### src/rtl/fwd_pkg.sv
// Shared types and helpers for the operand-forwarding unit.
// Used by fwd_bypass_unit and fwd_operand_sel.

package fwd_pkg;

    // Widest register address a tag entry can hold; narrower addresses are zero-extended.
    localparam int unsigned RD_MAX_W = 8;

    // Select code meaning "operand comes from the register file".
    localparam int unsigned SEL_RF = 0;

    typedef struct packed {
        logic                valid;
        logic [RD_MAX_W-1:0] rd;
        logic                we;
        logic                is_load;
    } tag_t;

    // Width of a select code covering RF plus DEPTH stages.
    function automatic int unsigned sel_width(input int unsigned depth);
        return $clog2(depth + 1);
    endfunction

endpackage

### src/rtl/fwd_operand_sel.sv
// Resolves one source operand: youngest matching producer, readiness check and data mux.
// A hazard is flagged when the youngest match is a load whose data is not yet valid.

module fwd_operand_sel
    import fwd_pkg::*;
#(
    parameter int unsigned XLEN             = 32,
    parameter int unsigned RADDR_W          = 5,
    parameter int unsigned DEPTH            = 3,
    parameter int unsigned LOAD_READY_STAGE = 1,
    parameter int unsigned SEL_W            = 2
) (
    input  logic [DEPTH-1:0][$bits(tag_t)-1:0] tags,
    input  logic [RADDR_W-1:0]                 rs_addr,
    input  logic [XLEN-1:0]                    rf_data,
    input  logic [DEPTH*XLEN-1:0]              stage_data,
    output logic [XLEN-1:0]                    op,
    output logic [SEL_W-1:0]                   sel,
    output logic                               hazard
);

    logic [RD_MAX_W-1:0] rs_ext;
    tag_t                tag_k;
    logic                found;

    assign rs_ext = RD_MAX_W'(rs_addr);

    always_comb begin
        op     = rf_data;
        sel    = SEL_W'(SEL_RF);
        hazard = 1'b0;
        found  = 1'b0;
        tag_k  = '0;
        if (rs_addr == '0) begin
            op = '0;
        end else begin
            // Stage 0 is youngest; the first hit shadows all older producers.
            for (int unsigned k = 0; k < DEPTH; k++) begin
                tag_k = tag_t'(tags[k]);
                if (!found && tag_k.valid && tag_k.we && (tag_k.rd == rs_ext)) begin
                    found  = 1'b1;
                    sel    = SEL_W'(k + 1);
                    op     = stage_data[k*XLEN +: XLEN];
                    hazard = tag_k.is_load && (k < LOAD_READY_STAGE);
                end
            end
        end
    end

endmodule

### src/rtl/fwd_bypass_unit.sv
// Operand-forwarding unit: tag pipeline over DEPTH stages, two operand selectors and load-use stall.
// Optional performance counters are built when FWD_PERF_CNT_EN is defined.

module fwd_bypass_unit
    import fwd_pkg::*;
#(
    parameter int unsigned XLEN             = 32,
    parameter int unsigned RADDR_W          = 5,
    parameter int unsigned DEPTH            = 3,
    parameter int unsigned LOAD_READY_STAGE = 1
) (
    input  logic                         clk,
    input  logic                         reset,
    input  logic                         hold,
    input  logic                         flush,
    input  logic                         id_valid,
    input  logic [RADDR_W-1:0]           id_rd,
    input  logic                         id_we,
    input  logic                         id_is_load,
    input  logic [RADDR_W-1:0]           rs1_addr,
    input  logic [RADDR_W-1:0]           rs2_addr,
    input  logic [XLEN-1:0]              rf_rs1_data,
    input  logic [XLEN-1:0]              rf_rs2_data,
    input  logic [DEPTH*XLEN-1:0]        stage_data,
    output logic [XLEN-1:0]              op_a,
    output logic [XLEN-1:0]              op_b,
    output logic [sel_width(DEPTH)-1:0]  sel_a,
    output logic [sel_width(DEPTH)-1:0]  sel_b,
    output logic                         stall
`ifdef FWD_PERF_CNT_EN
    ,
    output logic [31:0]                  perf_stall_cnt,
    output logic [31:0]                  perf_fwd_cnt
`endif
);

    localparam int unsigned SEL_W = sel_width(DEPTH);
    localparam int unsigned TAG_W = $bits(tag_t);

    tag_t [DEPTH-1:0]             tags_q;
    tag_t [DEPTH-1:0]             tags_d;
    logic [DEPTH-1:0][TAG_W-1:0]  tags_flat;
    tag_t                         id_tag;
    logic                         hazard_a;
    logic                         hazard_b;
    logic                         issue;

    always_comb begin
        id_tag         = '0;
        id_tag.valid   = 1'b1;
        id_tag.rd      = RD_MAX_W'(id_rd);
        id_tag.we      = id_we;
        id_tag.is_load = id_is_load;
    end

    assign stall = id_valid & (hazard_a | hazard_b);
    assign issue = id_valid & ~stall & ~flush;

    // Tag pipeline: shifts one stage per unheld cycle; a stalled or flushed ID injects a bubble.
    always_comb begin
        tags_d = tags_q;
        if (!hold) begin
            for (int unsigned k = 1; k < DEPTH; k++) begin
                tags_d[k] = tags_q[k-1];
            end
            tags_d[0] = issue ? id_tag : '0;
        end
    end

    always_ff @(posedge clk) begin
        if (reset) begin
            tags_q <= '0;
        end else begin
            tags_q <= tags_d;
        end
    end

    always_comb begin
        for (int unsigned k = 0; k < DEPTH; k++) begin
            tags_flat[k] = tags_q[k];
        end
    end

    fwd_operand_sel #(
        .XLEN             (XLEN),
        .RADDR_W          (RADDR_W),
        .DEPTH            (DEPTH),
        .LOAD_READY_STAGE (LOAD_READY_STAGE),
        .SEL_W            (SEL_W)
    ) u_sel_a (
        .tags       (tags_flat),
        .rs_addr    (rs1_addr),
        .rf_data    (rf_rs1_data),
        .stage_data (stage_data),
        .op         (op_a),
        .sel        (sel_a),
        .hazard     (hazard_a)
    );

    fwd_operand_sel #(
        .XLEN             (XLEN),
        .RADDR_W          (RADDR_W),
        .DEPTH            (DEPTH),
        .LOAD_READY_STAGE (LOAD_READY_STAGE),
        .SEL_W            (SEL_W)
    ) u_sel_b (
        .tags       (tags_flat),
        .rs_addr    (rs2_addr),
        .rf_data    (rf_rs2_data),
        .stage_data (stage_data),
        .op         (op_b),
        .sel        (sel_b),
        .hazard     (hazard_b)
    );

`ifdef FWD_PERF_CNT_EN
    logic [31:0] stall_cnt_q;
    logic [31:0] fwd_cnt_q;
    logic        fwd_a;
    logic        fwd_b;
    logic [1:0]  fwd_inc;

    assign fwd_a = (sel_a != SEL_W'(SEL_RF)) && !hazard_a;
    assign fwd_b = (sel_b != SEL_W'(SEL_RF)) && !hazard_b;

    always_comb begin
        fwd_inc = 2'd0;
        if (id_valid && !stall && !hold) begin
            fwd_inc = {1'b0, fwd_a} + {1'b0, fwd_b};
        end
    end

    always_ff @(posedge clk) begin
        if (reset) begin
            stall_cnt_q <= '0;
            fwd_cnt_q   <= '0;
        end else begin
            if (stall && !hold) begin
                stall_cnt_q <= stall_cnt_q + 32'd1;
            end
            fwd_cnt_q <= fwd_cnt_q + {30'd0, fwd_inc};
        end
    end

    assign perf_stall_cnt = stall_cnt_q;
    assign perf_fwd_cnt   = fwd_cnt_q;
`endif

endmodule

### config.mk
export PLATFORM = sky130hd
export DESIGN_NAME = fwd_bypass_unit
export DESIGN_NICKNAME = d
export VERILOG_FILES = /design/src/rtl/fwd_pkg.sv /design/src/rtl/fwd_operand_sel.sv /design/src/rtl/fwd_bypass_unit.sv
export SDC_FILE = /design/constraint.sdc
export NUM_CORES = 1
export LEC_CHECK = 0
export BUFFER_PORTS_ARGS = -buffer_cell sky130_fd_sc_hd__clkbuf_2
export CAP_MARGIN = 0
export CORE_MARGIN = 1.5
export CORE_UTILIZATION = 35
export DETAILED_ROUTE_END_ITERATION = 12
export GPL_ROUTABILITY_DRIVEN = 0
export PLACE_DENSITY = 0.79
export SETUP_SLACK_MARGIN = 0.3
export SYNTH_ARGS = -nofsm -noshare
export SYNTH_HDL_FRONTEND = slang
export SYNTH_SLANG_ARGS = --single-unit
### constraint.sdc
create_clock -name clk -period 2.3 [get_ports clk]
set_input_delay 0.115 -clock clk [delete_from_list [all_inputs] [get_ports clk]]
set_output_delay 0.115 -clock clk [all_outputs]
set_load 0.02 [all_outputs]
==> impl_metrics.json <==
{
  "layout_commonest_cell": "clkbuf_2",
  "grt.overflow.total": 0,
  "grt_pass1_vias": 5424,
  "final_area_mm2": 0.006183,
  "worstHoldStart": "id_rd[3]",
  "fin_skew_ns": 0.002720,
  "antenna_found_initial": 0,
  "whs_endpoint": "tags_flat[5]",
  "antenna_left": 0,
  "r2r_setup_slack_ns": 0.35,
  "area.growth.synth_to_final_pct": 70.77,
  "cts_buffers": 3,
  "timing.final.ws_setup_ns": -0.07314,
  "final_cell_mix": "clkbuf_2, nand3_1, buf_4",
  "status": "complete, but fails checks",
  "critPathMaxFanout": 24,
  "drt_iter0_drc": 575,
  "min_period_ns": 2.373,
  "hp-class": "in -> reg",
  "required_ns": 2.18,
  "violations": "setup timing",
  "syn_avg_cell_area_um2": 6.768,
  "reg2reg_from": "tags_flat[5]",
  "wire_per_inst_um": 20.93,
  "grt_pass1_wl_mm": 27.30,
  "clock_latency_ns": 0.27,
  "clock-sinks": 22,
  "powerDensity_mw_per_mm2": 229.8,
  "final_layout_size_suffix_gt1_share_pct": 54.68,
  "end_kind": "primary output",
  "cts_tree": "built",
  "netlist-cell-type-count": 36,
  "hold_depth": 3,
  "start_util_pct": 36.54,
  "finalSetupViolCount": 51,
  "ys_seq_area_share_pct": 12.16,
  "start_kind": "flip-flop",
  "rsz0062_at_grt": "true",
  "cts.htree.levels": 1,
  "fp.dieW_um": 104.7,
  "rr_worst_depth": 7,
  "dieArea_mm2": 0.01097,
  "path_clk_slew_ns": 0.09,
  "die_y_um": 104.7,
  "slew-limit-headroom_pct": 64.53,
  "vdd_drop_max_mv": 0.2144,
  "num_rows": 36,
  "fmax_ghz": 0.4214,
  "io-pin-count": 251,
  "syn_area_mm2": 0.003621,
  "nets": 953,
  "core_mm2": 0.009910,
  "hold_viol_final": 0,
  "port_buffers": 250,
  "clockBufferDepth": 2,
  "grt_max_degree": 67,
  "worst_hold_slack_ns": 0.04198,
  "postSynthCellCount": 535,
  "drc": 0,
  "worstReg2RegEnd": "tags_flat[2]",
  "cts_root_buffer": "clkbuf_8",
  "vias": 5840,
  "fin_crit_sh_pct": 103.2,
  "yosys_warnings": 0,
  "largest_reg_flops": 22,
  "wirelength_mm": 18.90,
  "drv_cap": 0,
  "drt-pass1-iter-count": 5,
  "dp_hpwl_mm": 12.06,
  "ys_ff_latch": 22,
  "worstPathArrival_ns": 2.26,
  "tns_ns": -1.425,
  "cts_hold_buf": 0,
  "pre_cts_ws_ns": 0.09362,
  "p_leak_nw": 2.579,
  "critical_path_class": "reg -> out",
  "tightestPinTransition_ns": 0.5320,
  "placedInstanceArea_mm2": 0.005378,
  "grt_usage_pct": 30.13,
  "drv_slew": 0,
  "syn_nets": 717,
  "diodes": 0,
  "routed_via_density": 6.467,
  "fillerInstances": 870
}
==> worst max-delay path, stage by stage, from the launching register on <==
cell      delay, ns
dfxtp_2        0.35
xor2_1         0.18
nor4_2         0.35
and4_4         0.34
buf_12         0.18
nand3_1        0.11
a311oi_2       0.29
buf_4          0.19
==> what timing repair did <==
action / in CTS / in global routing
pin swaps: 3 / 32
resized for setup: 66 / 101
gates cloned: 3 / 7
setup endpoints to repair: 69 / 77
buffers inserted: 4 / 3
==> power breakdown <==
part / internal [mW] / switching (mW) / total [mW]
Combinational: 0.323 / 0.331 / 0.654
Clock: 0.233 / 0.141 / 0.374
Sequential: 0.385 / 0.00838 / 0.394
Total: 0.941 / 0.480 / 1.42
==> synth_stat cells, drive strengths merged <==
cell type  number  area share (%)
dfxtp          22              12
xnor2          14             3.4
a22oi           1            0.21
a211oi          2            0.55
and4            2            0.48
nand2          50             5.2
inv             1            0.10
buf            27             4.5
nand3b          1            0.21
nand4           3            0.52
nor2b           1            0.17
and2            3            0.52
and3            4            0.69
or3             1            0.17
a21boi          1            0.31
o211a           1            0.28
mux2i          14             3.9
a311oi         32             7.7
o211ai         32             6.6
o21ai          40             5.5
nor4b           1            0.24
a21oi          33             4.6
or4             2            0.41
xor2           16             3.9
clkbuf         45             4.7
nor2           20             2.1
nand3          66             9.1
a211o          32             7.7
nor4           36             6.4
a32oi          32             7.7
==> kinds of logic after synthesis <==
logic type	synth area share, %
DFF	12.16
xor gates and xnor gates	7.256
muxes	3.870
buffers and inverters	9.226
AOI/OAI and AO/OA	41.29
and+or+nand+nor	26.19
==> through the flow <==
stage	utilization (%)	total power, mW	std cells
6_report	62.40	1.421	903
5_1_grt	62.40	1.482	903
4_1_cts	58.41	1.392	893
3_5_place_dp	54.27	0.9942	882
3_3_place_gp	54.27	0.9924	882
2_1_floorplan	-	0.7000	535
==> layout make-up <==
type / count / area [um2] / area share [%]
multi-input cells: 440 / 3381 / 54.67
repair buffers: 303 / 2102 / 33.99
flip-flops and latches: 22 / 459.2 / 7.426
well taps: 133 / 166.4 / 2.691
clock buffers: 3 / 41.29 / 0.6677
clock inverters: 1 / 30.03 / 0.4856
inverters: 1 / 3.754 / 0.06070
==> routing by layer <==
metal | vias to the layer above | GRT usage (%) | routed length, um
met4 | 0 | 10.37 | 575
met5 | - | 0 | 0
li1 | 2603 | - | -
met2 | 441 | 54.23 | 9348
met1 | 2716 | 36.31 | 7318
met3 | 80 | 4.492 | 1660
==> worst max-delay path by stage <==
stage,startpoint,to,slack [ns],depth (start not counted)
2_1_floorplan,tags_flat[14],op_b[10],0.33,7
3_3_place_gp,tags_flat[28],op_b[16],0.11,7
3_5_place_dp,tags_flat[25],op_b[13],0.09,7
4_1_cts,tags_flat[5],op_b[27],-0.08,9
5_1_grt,tags_flat[3],op_b[11],-0.16,9
6_report,tags_flat[17],op_b[15],-0.07,7
Note: power is estimated with default switching activity, not from simulation.
